## config.mk

```make
export PLATFORM = sky130hd
export DESIGN_NAME = serial_slave_port
export DESIGN_NICKNAME = d
export VERILOG_FILES = /design/src/rtl/serial_slave_port.sv
export SDC_FILE = /design/constraint.sdc
export NUM_CORES = 1
export LEC_CHECK = 0
export ABC_AREA = 1
export CORE_MARGIN = 1.5
export CORE_UTILIZATION = 48
export DETAILED_ROUTE_END_ITERATION = 6
export GPL_TIMING_DRIVEN = 0
export MAX_ROUTING_LAYER = met4
export PLACE_DENSITY_LB_ADDON = 0.08
export SYNTH_ARGS = -nofsm -noshare
export SYNTH_HDL_FRONTEND = slang
export SYNTH_SLANG_ARGS = --single-unit
```

## constraint.sdc

```tcl
create_clock -name clk -period 2.2 [get_ports clk]
set_clock_uncertainty 0.15 [all_clocks]
set_input_delay 0.44 -clock clk [delete_from_list [all_inputs] [get_ports clk]]
set_output_delay 0.44 -clock clk [all_outputs]
set_load 0.01 [all_outputs]
```

## src/rtl/serial_slave_port.sv

```systemverilog
// Slave endpoint of the serial bus: bit-serial address/data in, register bank, bit-serial read-back.
// Optional idle-abort logic is compiled in with SERIAL_SLAVE_TIMEOUT_EN.
module serial_slave_port #(
    parameter int ADDR_WIDTH = 4,
    parameter int DATA_WIDTH = 8,
    parameter int TIMEOUT    = 16
) (
    input  logic clk,
    input  logic rst,
    input  logic master_valid,
    input  logic master_ready,
    input  logic rx_address,
    input  logic rx_data,
    input  logic write_en,
    input  logic read_en,
    output logic tx_data,
    output logic slave_valid,
    output logic slave_ready,
    output logic err
);
    localparam int DEPTH = 2 ** ADDR_WIDTH;
    localparam int MAXW  = (ADDR_WIDTH > DATA_WIDTH) ? ADDR_WIDTH : DATA_WIDTH;
    localparam int CW    = $clog2(MAXW) + 1;
    localparam logic [CW-1:0] ADDR_LAST = CW'(ADDR_WIDTH - 1);
    localparam logic [CW-1:0] DATA_LAST = CW'(DATA_WIDTH - 1);

    typedef enum logic [2:0] {IDLE, ADDR, WDATA, RLOAD, RDATA} state_t;

    state_t                 state_q, state_d;
    logic                   wr_q, wr_d;
    logic [CW-1:0]          cnt_q, cnt_d;
    logic [ADDR_WIDTH-1:0]  addr_q, addr_d;
    logic [DATA_WIDTH-1:0]  wsh_q, wsh_d;
    logic [DATA_WIDTH-1:0]  tsh_q, tsh_d;
    logic [DATA_WIDTH-1:0]  bank_q [DEPTH];
    logic                   bank_we;
    logic                   abort;

`ifdef SERIAL_SLAVE_TIMEOUT_EN
    localparam int TW = $clog2(TIMEOUT + 1);
    localparam logic [TW-1:0] IDLE_LAST = TW'(TIMEOUT - 1);

    logic [TW-1:0] idle_q, idle_d;
    logic          stalled;

    // Any progress (or leaving the stalling states) restarts the idle count.
    always_comb begin
        stalled = 1'b0;
        case (state_q)
            ADDR, WDATA: stalled = !master_valid;
            RDATA:       stalled = !master_ready;
            default:     stalled = 1'b0;
        endcase
        abort  = stalled && (idle_q == IDLE_LAST);
        idle_d = (stalled && !abort) ? idle_q + 1'b1 : '0;
    end

    always_ff @(posedge clk or negedge rst) begin
        if (!rst) idle_q <= '0;
        else      idle_q <= idle_d;
    end

    assign err = abort;
`else
    assign abort = 1'b0;
    assign err   = 1'b0;
`endif

    always_comb begin
        state_d = state_q;
        wr_d    = wr_q;
        cnt_d   = cnt_q;
        addr_d  = addr_q;
        wsh_d   = wsh_q;
        tsh_d   = tsh_q;
        bank_we = 1'b0;
        case (state_q)
            IDLE: begin
                if (master_valid && (write_en ^ read_en)) begin
                    wr_d    = write_en;
                    addr_d  = {rx_address, addr_q[ADDR_WIDTH-1:1]};
                    cnt_d   = CW'(1);
                    state_d = ADDR;
                end
            end
            ADDR: begin
                if (master_valid) begin
                    addr_d = {rx_address, addr_q[ADDR_WIDTH-1:1]};
                    if (cnt_q == ADDR_LAST) begin
                        cnt_d   = '0;
                        state_d = wr_q ? WDATA : RLOAD;
                    end else begin
                        cnt_d = cnt_q + 1'b1;
                    end
                end
            end
            WDATA: begin
                if (master_valid) begin
                    wsh_d = {rx_data, wsh_q[DATA_WIDTH-1:1]};
                    if (cnt_q == DATA_LAST) begin
                        bank_we = 1'b1;
                        cnt_d   = '0;
                        state_d = IDLE;
                    end else begin
                        cnt_d = cnt_q + 1'b1;
                    end
                end
            end
            RLOAD: begin
                tsh_d   = bank_q[addr_q];
                state_d = RDATA;
            end
            RDATA: begin
                if (master_ready) begin
                    tsh_d = tsh_q >> 1;
                    if (cnt_q == DATA_LAST) begin
                        cnt_d   = '0;
                        state_d = IDLE;
                    end else begin
                        cnt_d = cnt_q + 1'b1;
                    end
                end
            end
            default: state_d = IDLE;
        endcase
        if (abort) begin
            state_d = IDLE;
            cnt_d   = '0;
            bank_we = 1'b0;
        end
    end

    always_ff @(posedge clk or negedge rst) begin
        if (!rst) begin
            state_q <= IDLE;
            wr_q    <= 1'b0;
            cnt_q   <= '0;
            addr_q  <= '0;
            wsh_q   <= '0;
            tsh_q   <= '0;
            for (int i = 0; i < DEPTH; i++) bank_q[i] <= '0;
        end else begin
            state_q <= state_d;
            wr_q    <= wr_d;
            cnt_q   <= cnt_d;
            addr_q  <= addr_d;
            wsh_q   <= wsh_d;
            tsh_q   <= tsh_d;
            if (bank_we) bank_q[addr_q] <= wsh_d;
        end
    end

    assign slave_ready = (state_q == IDLE);
    assign slave_valid = (state_q == RDATA);
    assign tx_data     = slave_valid & tsh_q[0];

endmodule

```

==> results.toml <==
[run_status]
status = "completed"

[layout]
multiInputGateArea_mm2 = 0.00333
drive_above_1_share_pct = 16.7
finalNetCount = 1007
area.growth.synth_to_final_pct = 15.4
n_antenna_cell = 0
ff_latch_area_mm2 = 0.00391
finish.cell_count_without_fillers = 1222
fillers = 1447
postLayoutCellArea_mm2 = 0.00878

[setup_path]
path_buf_inv = 5
end_kind = "register"
r2r_end = "bank_q[92]"
crit_family = "buffers and inverters"
r2r_start = "state_q[0]"
r2r_slack_ps = 80
cp-startpoint = "state_q[0]"
crit_arrival_ps = 2310
critPathMaxFanout = 10
startpoint_type = "register"
crit_top_cell = "buf_4"
critPathSlowestCell = "dfrtp_1"
path_cells = "buf_4 -> inv_1 -> nand3_4 -> inv_2 -> nand2_4 -> nor3_4 -> buf_4 -> nand2_2 -> buf_6 -> o21ai_0"
cpPeakStageDelay_ps = 420
required_ps = 2390
reg2reg_depth = 10
critPathKind = "reg2reg"

[die]
core_area_mm2 = 0.0153
start_util_pct = 49.7
num_rows = 45
dieHeight_um = 129
die_w_um = 129
die_area_mm2 = 0.0166
io_pins = 12

[pwr]
swShare_pct = 38.7
combPwrFrac_pct = 30.2
cellPowerDensity_mw_per_mm2 = 1010
p_sw_mw = 3.43
seqPwrFrac_pct = 37.0
ir_worst_vdd_mv = 0.683
clkPwrFrac_pct = 32.7
p_leak_nw = 4.54
p_int_mw = 5.43
power_mw = 8.87

[timing]
period_needed_ps = 2120
rsz0062_at_grt = "true"
hold_viol = 0
relSlewSlack_pct = 57.9
maxSlewViolCount = 0
fin_crit_sh_pct = 96.6
clock.fmax_mhz = 471
setup_violations = 0
tightest_slew_ps = 629

[worst_hold_path]
whs_path_depth = 2
hp-start = "tsh_q[7]"
holdPathEnd = "tsh_q[7]"
min_path_type = "reg2reg"

[synth]
syn_nets = 968
synth-main-ff-cell = "dfrtp_1"
synth_top_area_cell = "dfrtp_1"
ys_async_sr_fraction_pct = 100
syn_area_per_cell_um2 = 7.94
synth_cell_types = 34
yosysTopAreaCellShare_pct = 51.3
syn_area_mm2 = 0.00761
seq_area_frac_synth_pct = 51.3
synth_edf_count = 0
syn_inst = 959
ys.warnings.count = 0
synth-seq-cells = 156
yosys-top-cells-area = "dfrtp_1 51%, nand2_1 24%, o21ai_0 5.2%"

[detailed_routing]
wl_per_cell_um = 17.1
first_iter_violations = 642
viasPerCell = 5.19
dr.pass1.iters = 5
ant_nets = 0
routed_wl_um = 20900
vias = 6345
drc_errors = 0

[global_routing]
grt_overflow = 0
grt_max_degree = 103
grt_first_pass_wirelength_um = 34000
antenna_found_initial = 0
grt_pass1_vias = 6210
grtUsageTotal_pct = 28.2

[clock_tree]
clockBufferDepth = 2
cts.reportedPaths.clkPinSlew_ps = 70
root_buffer = "clkbuf_16"
clock-sinks = 156
htree_levels = 4
cts_inserted_buffers = 17
cts_tree = "yes"
insertion_delay_ps = 420

[placed_design]
io_buffers = 10
placed_area_mm2 = 0.00801
finalWeightedCongestion = 0.942
dp.cells = 1181
hpwl_um = 14400

[job]
max_cap_viol_count = 0
-- cells in the mapped netlist (8+ instances only) --
library cell,instances
buf_1,9
buf_2,19
buf_6,11
dfrtp_1,156
inv_1,32
nand2_1,485
nand3_1,23
nor2_1,19
o21ai_0,79
o21ai_1,37
o21ai_2,33
o21bai_1,8
-- cells by family after synthesis --
kind of cell               count (synthesis)  synth area share, %
AOI/OAI and AO/OA                        171                 13.8
buffers and inverters                     86                 5.94
and+or+nand+nor                          542                 28.5
adders and majority gates                  1                0.164
xor gates and xnor gates                   2                0.230
DFF                                      156                 51.3
other                                      1               0.0493
-- through the flow --
| stage | util [%] | hold slack (ps) | setup WS (ps) | TNS [ps] |
|---|---|---|---|---|
| after floorplan | - | -5.59 | 369 | 0 |
| after global placement | 52.1 | 308 | -6030 | -978440 |
| after detailed placement | 52.3 | 240 | -479 | -40450 |
| after CTS | 56.6 | 328 | -47.9 | -307 |
| after global routing | 57.4 | 341 | -13.1 | -38.5 |
| final | 57.4 | 328 | 75.4 | 0 |
-- layout by cell type (no fill, tap or decap), types with 6 or more instances in the layout --
cell type,instances
a21oi_2,6
buf_2,11
buf_4,13
buf_6,13
clkbuf_16,17
clkbuf_2,9
clkdlybuf4s50_1,6
dfrtp_1,155
inv_1,29
inv_2,9
nand2_1,472
nand2_2,13
nand3_1,22
nor2_1,16
o21ai_0,79
o21ai_1,37
o21ai_2,33
o21bai_1,8
-- per-layer routing --
metal	GRT usage, %	vias up	part of all wire [%]
met4	7.01	0	1.6
li1	-	3124	-
met5	-	-	0
met3	7.23	21	6.1
met2	41.2	179	45
met1	39.3	3021	47
-- flip-flops by register name (all words and copies together) (netlist names) --
register / cells
bank_q: 128
cnt_q: 4
wr_q: 1
tsh_q: 8
state_q: 3
wsh_q: 8
addr_q: 4
-- tightest hold or removal path, cell delays in order (launching register included) --
cell and delay (ps):
dfrtp_1 330, nand2_1 60, nand2_1 60
-- layout make-up --
class                           instances  area share (%)
Timing Repair Buffer                   20            2.32
Inverter                               39            1.71
Multi-Input combinational cell        717            37.9
Clock inverter                         11            1.22
Clock buffer                           21            5.36
Sequential cell                       156            44.5
Buffer                                 47            4.06
Tap cell                              211            3.01
-- power by group through the flow --
| stage | Combinational, mW | Sequential, mW | Clock (mW) |
|---|---|---|---|
| after floorplan | 1.59 | 3.29 | 0 |
| after global placement | 2.47 | 3.33 | 0 |
| after detailed placement | 2.48 | 3.33 | 0 |
| after CTS | 2.62 | 3.28 | 2.93 |
| after global routing | 2.93 | 3.32 | 3.08 |
| final | 2.68 | 3.28 | 2.90 |
-- worst max path at each step --
stage,to,depth (start not counted)
floorplan,bank_q[37],9
global placement,wsh_q[0],1
detailed placement,bank_q[7],8
CTS,bank_q[78],9
global route,bank_q[94],10
finish,bank_q[92],10
-- repair_timing --
action	4_1_cts	5_1_grt
resized for setup	21	42
setup endpoints to repair	23	136
pin swaps	0	3
endpoints found under the hold margin	54	0
buffers inserted	4	4
hold buffers	1	0
(Power assumes the default switching activity.)
